===== config.mk =====
export PLATFORM = sky130hd
export DESIGN_NAME = regfile_wb_arbiter
export DESIGN_NICKNAME = d
export VERILOG_FILES = /design/src/rtl/regfile_wb_arbiter_pkg.sv /design/src/rtl/regfile_wb_arbiter_rr_pick.sv /design/src/rtl/regfile_wb_arbiter.sv
export SDC_FILE = /design/constraint.sdc
export NUM_CORES = 1
export LEC_CHECK = 0
export CAP_MARGIN = 15
export CELL_PAD_IN_SITES_DETAIL_PLACEMENT = 1
export CELL_PAD_IN_SITES_GLOBAL_PLACEMENT = 2
export CORE_ASPECT_RATIO = 1.5
export CORE_MARGIN = 5
export CORE_UTILIZATION = 24
export DETAILED_ROUTE_END_ITERATION = 8
export PLACE_DENSITY_LB_ADDON = 0.1
export SLEW_MARGIN = 10
export SYNTH_ARGS = -nofsm -noshare
export SYNTH_HDL_FRONTEND = slang
export SYNTH_SLANG_ARGS = --single-unit

===== constraint.sdc =====
create_clock -name clk -period 2.5 [get_ports clk]
set_input_delay 0.5 -clock clk [delete_from_list [all_inputs] [get_ports clk]]
set_output_delay 0.5 -clock clk [all_outputs]
set_load 0.02 [all_outputs]

===== src/rtl/regfile_wb_arbiter_pkg.sv =====
// Shared register-file constants used by the register file and its writeback arbiter.
package regfile_wb_arbiter_pkg;

   localparam int RF_ADDR_W = 5;
   localparam int RF_DATA_W = 32;
   localparam int RF_GID_W  = 2;

   localparam logic [RF_ADDR_W-1:0] RF_ZERO_REG = 5'd0;

endpackage


===== src/rtl/regfile_wb_arbiter_rr_pick.sv =====
// Combinational round-robin picker: the first requester after last_grant (modulo N) wins.
module regfile_wb_arbiter_rr_pick #(
   parameter int N     = 2,
   parameter int IDX_W = 2
) (
   input  logic [N-1:0]     req,
   input  logic [IDX_W-1:0] last_grant,
   output logic [N-1:0]     gnt,
   output logic [IDX_W-1:0] gnt_idx,
   output logic             gnt_any
);

   logic found_s;
   logic hit_s;

   // Walk offsets 1..N from last_grant; each offset selects exactly one candidate.
   always_comb begin
      gnt     = '0;
      gnt_idx = '0;
      found_s = 1'b0;
      hit_s   = 1'b0;
      for (int i = 1; i <= N; i++) begin
         for (int k = 0; k < N; k++) begin
            hit_s   = req[k] & ~found_s & (((int'(last_grant) + i) % N) == k);
            gnt[k]  = gnt[k] | hit_s;
            gnt_idx = hit_s ? IDX_W'(k) : gnt_idx;
            found_s = found_s | hit_s;
         end
      end
      gnt_any = found_s;
   end

endmodule


===== src/rtl/regfile_wb_arbiter.sv =====
// Round-robin arbiter sharing the register-file write port among NUM_SRC writeback sources,
// with a registered write stage and an accepted-writeback counter.
module regfile_wb_arbiter
   import regfile_wb_arbiter_pkg::*;
#(
   parameter int NUM_SRC = 2,
   parameter int ADDR_W  = RF_ADDR_W,
   parameter int DATA_W  = RF_DATA_W,
   parameter int CNT_W   = 32
) (
   input  logic                      clk,
   input  logic                      rst,
   input  logic                      flush,
   input  logic [NUM_SRC-1:0]        src_valid,
   input  logic [NUM_SRC*ADDR_W-1:0] src_rd,
   input  logic [NUM_SRC*DATA_W-1:0] src_data,
   output logic [NUM_SRC-1:0]        src_ready,
   output logic                      rf_we,
   output logic [ADDR_W-1:0]         rf_waddr,
   output logic [DATA_W-1:0]         rf_wdata,
   output logic [RF_GID_W-1:0]       grant_id,
   output logic [CNT_W-1:0]          wb_count
);

   logic [RF_GID_W-1:0] last_grant_q, last_grant_d;
   logic                rf_we_q,      rf_we_d;
   logic [ADDR_W-1:0]   rf_waddr_q,   rf_waddr_d;
   logic [DATA_W-1:0]   rf_wdata_q,   rf_wdata_d;
   logic [RF_GID_W-1:0] grant_id_q,   grant_id_d;
   logic [CNT_W-1:0]    wb_count_q,   wb_count_d;

   logic [NUM_SRC-1:0]  pick_gnt_s;
   logic [RF_GID_W-1:0] pick_idx_s;
   logic                pick_any_s;
   logic                xfer_s;
   logic [ADDR_W-1:0]   sel_rd_s;
   logic [DATA_W-1:0]   sel_data_s;

   regfile_wb_arbiter_rr_pick #(
      .N     (NUM_SRC),
      .IDX_W (RF_GID_W)
   ) u_pick (
      .req        (src_valid),
      .last_grant (last_grant_q),
      .gnt        (pick_gnt_s),
      .gnt_idx    (pick_idx_s),
      .gnt_any    (pick_any_s)
   );

   // Grant gating, one-hot payload select and next-state of the write stage.
   always_comb begin
      src_ready    = (rst | flush) ? '0 : pick_gnt_s;
      xfer_s       = pick_any_s & ~rst & ~flush;
      sel_rd_s     = '0;
      sel_data_s   = '0;
      for (int k = 0; k < NUM_SRC; k++) begin
         sel_rd_s   = pick_gnt_s[k] ? src_rd[k*ADDR_W +: ADDR_W]   : sel_rd_s;
         sel_data_s = pick_gnt_s[k] ? src_data[k*DATA_W +: DATA_W] : sel_data_s;
      end
      last_grant_d = last_grant_q;
      rf_waddr_d   = rf_waddr_q;
      rf_wdata_d   = rf_wdata_q;
      grant_id_d   = grant_id_q;
      wb_count_d   = wb_count_q;
      rf_we_d      = 1'b0;
      if (xfer_s) begin
         last_grant_d = pick_idx_s;
         grant_id_d   = pick_idx_s;
         rf_waddr_d   = sel_rd_s;
         rf_wdata_d   = sel_data_s;
         wb_count_d   = wb_count_q + CNT_W'(1);
         // x0 writes are consumed and counted but never reach the register file.
         rf_we_d      = (sel_rd_s != ADDR_W'(RF_ZERO_REG));
      end else begin
         rf_we_d      = 1'b0;
      end
   end

   // State registers; reset starts the pointer at the last source so source 0 wins first.
   always_ff @(posedge clk) begin
      if (rst) begin
         last_grant_q <= RF_GID_W'(NUM_SRC - 1);
         rf_we_q      <= 1'b0;
         rf_waddr_q   <= '0;
         rf_wdata_q   <= '0;
         grant_id_q   <= '0;
         wb_count_q   <= '0;
      end else begin
         last_grant_q <= last_grant_d;
         rf_we_q      <= rf_we_d;
         rf_waddr_q   <= rf_waddr_d;
         rf_wdata_q   <= rf_wdata_d;
         grant_id_q   <= grant_id_d;
         wb_count_q   <= wb_count_d;
      end
   end

   assign rf_we    = rf_we_q;
   assign rf_waddr = rf_waddr_q;
   assign rf_wdata = rf_wdata_q;
   assign grant_id = grant_id_q;
   assign wb_count = wb_count_q;

endmodule


==> metrics <==
flops & latches, synth 72; clock sink count 72; root buffer cell clkbuf_16; Tmin final 2262 ps; TritonCTS clock tree yes; r2r startpoint wb_count[2]; CP Cell Sequence clkdlybuf4s50_1, nor2_2, and2_1, dlygate4sd2_1; WP depth 4; DR DRC count 0; Initial Utilization 24.26%; nets@finish 586; WHS 481.7 ps; Die Ht 149.8 um; CP max-delay cell clkdlybuf4s50_1; Synth warnings 0; share of layout cells above drive strength 1 9.020%; top cells by area, synth dfxtp_1 46%, a221oi_1 9.0%, nor2_1 7.0%; WP buf/inv 2; Hold Crit Start rf_waddr[2]; total length of routed wires 10,980 um; Crit path max-delay family buffers and inverters; H-Tree Depth 3; WL/cell 16.39 um; register area share after synthesis 46.10%; Synth Net Count 434; largest net degree at the start of global routing 47; Port Buffers 151; CP endpoint kind output pin; vias in the first global route 3,444; Final Wtd Congestion 0.6975; Final Max Slew Viols 0; Crit Path Class input port to output pin; Synth Cell Area 0.003127 mm^2; final period utilization 90.48%; Boundary Pins 153; Area Growth Syn to Fin 64.67%; combinational share of power 17.6%; critical path endpoint src_ready[1]; Max clock buf depth 2; Highest Clock Rate 442.1 MHz; core area 0.01289 mm^2; Clk Latency, worst-skew pair 330 ps; Worst-path clk slew 60 ps; DP HPWL 8280 um; Pwr Density 577.8 mW/mm^2; Final Non-Filler Cells 670; dpl cells 654; total number of vias 3,234; Setup TNS 0 ps; Layout Skew 7.317 ps; placed inst area 0.004875 mm^2; CP max stage delay 450 ps; Crit. Startpoint flush; most frequent cells in the layout 149 x clkdlybuf4s50_1, 72 x dfxtp_1, 58 x nor2_1; first-pass GRT wire length 17,520 um; Synth top area share 46.10%; Mapped Cells 354; Critical R2R Capture wb_count[30]; Unique masters post-synth 40; total grt overflow 0; Die ar. 0.01546 mm^2; synthesized area per cell 8.833 um^2; endpoints failing hold 0; antenna viol nets, final 0; Internal Dissipation 2.205 mW; Finished Cell Area 0.005149 mm^2; FP Rows 51; die span in x 103.2 um; Iter 0 DRT Violations 58; Clk pwr share 40.5%; max_cap viols 0; Critical Path AT 1760 ps; setup slack, reg-to-reg 590 ps; most common cell after layout, fill and taps aside clkdlybuf4s50_1; RSZ-0062 raised after global routing no; Initial DRT Pass Iterations 4; Reg2Reg Depth 5; CTS Buf Count 9; CTS Hold Bufs 0; crit start category input port; switching share of power 25.87%; status finished clean; vias per inst 4.827; Pleak 1.919 nW; Seq pwr share 41.9%; maximum vdd ir drop 0.2861 mV; Hold WC Path Type flip-flop to flip-flop; Total GRT Usage 14.70%; Critical Path Fanout Max 3; post-synth top area cell dfxtp_1; initial antenna violation count 1; WP data required 2000 ps; switching power total 769.7 uW; final setup fails 0
final cells by class:
cell class / count / area, um^2
fillers: 1481 / 7741
repair buffers: 167 / 1642
multi-input cells: 252 / 1575
flip-flops and latches: 72 / 1441
clock buffers: 12 / 256.5
well taps: 159 / 198.9
clock inverters: 3 / 17.52
inverters: 4 / 15.01
diodes: 1 / 2.502
per-stage QoR:
stage | utilization, % | worst slack (ps) | total power, mW
floorplan | - | 454.9 | 1.485
global placement | 37.82 | -27.81 | 1.797
detailed placement | 37.82 | -40.66 | 1.805
CTS | 39.92 | 224.8 | 3.034
global route | 39.94 | 162.9 | 3.118
finish | 39.94 | 238.0 | 2.975
kinds of logic (layout without fill, tap and decap cells):
logic type / count (synthesis) / in the layout / share of synthesized area (%)
flops: 72 / 72 / 46.10
xor+xnor: 23 / 23 / 6.442
other cells: 1 / 2 / 0.1199
simple gates: 132 / 132 / 22.73
fa+ha+maj: 1 / 1 / 0.4001
compound gates: 95 / 95 / 19.77
buf+inv: 30 / 186 / 4.441
what timing repair did:
| item | CTS | global route |
|---|---|---|
| endpoints found under the hold margin | 0 | 0 |
| gates resized for setup | 2 | 0 |
| buffers inserted | 0 | 0 |
| endpoints found under the setup margin | 2 | 0 |
flip-flops by register name, indices dropped and copies added (netlist names):
register / count
rf_wdata: 32
wb_count: 32
rf_waddr: 5
grant_id: 1
last_grant_q: 1
rf_we: 1
layer usage:
metal	global-route usage, %	part of all wire, %
met4	6.157	2.0
met3	5.131	7.7
met1	15.11	37
met5	0	0
met2	26.41	53
Yosys cell counts:
cell type	instances
a21boi_0	2
a21oi_1	41
a221oi_1	32
a22oi_1	5
a31o_2	1
a31oi_1	1
and2_1	3
and3_1	8
and3_2	3
and4_1	1
buf_1	2
buf_2	1
buf_4	2
buf_6	1
clkbuf_1	19
clkbuf_8	1
conb_1	1
dfxtp_1	72
ha_1	1
inv_1	4
nand2_1	11
nand3_1	16
nand3_2	2
nand4_1	10
nand4_2	1
nand4_4	1
nand4b_1	1
nor2_1	58
nor2_2	1
nor3_1	1
nor3_2	1
nor3_4	1
nor3b_4	1
nor4_1	2
nor4_4	1
o21ai_0	13
or2_2	1
or3_1	8
xnor2_1	10
xor2_1	13
tightest hold or removal path: stages (launching register included):
cell and delay (ps):
dfxtp_1 310, nand3_1 60, o21ai_0 60
worst min-delay path by stage:
stage / endpoint / slack [ps] / cells after the start
2_1_floorplan: last_grant_q[0] / 460 / 2
3_3_place_gp: rf_waddr[4] / 460 / 2
3_5_place_dp: grant_id[0] / 470 / 1
4_1_cts: rf_waddr[2] / 490 / 2
5_1_grt: rf_waddr[2] / 510 / 2
6_report: rf_waddr[2] / 480 / 2
power groups by stage:
stage          Combinational (mW)  Sequential, mW  Clock (mW)
6_report                    0.522            1.25        1.21
5_1_grt                     0.569            1.25        1.30
4_1_cts                     0.534            1.25        1.25
3_5_place_dp                0.533            1.27           0
3_3_place_gp                0.530            1.27           0
2_1_floorplan               0.142            1.34           0
No activity file was read; power rests on OpenSTA's default activity.
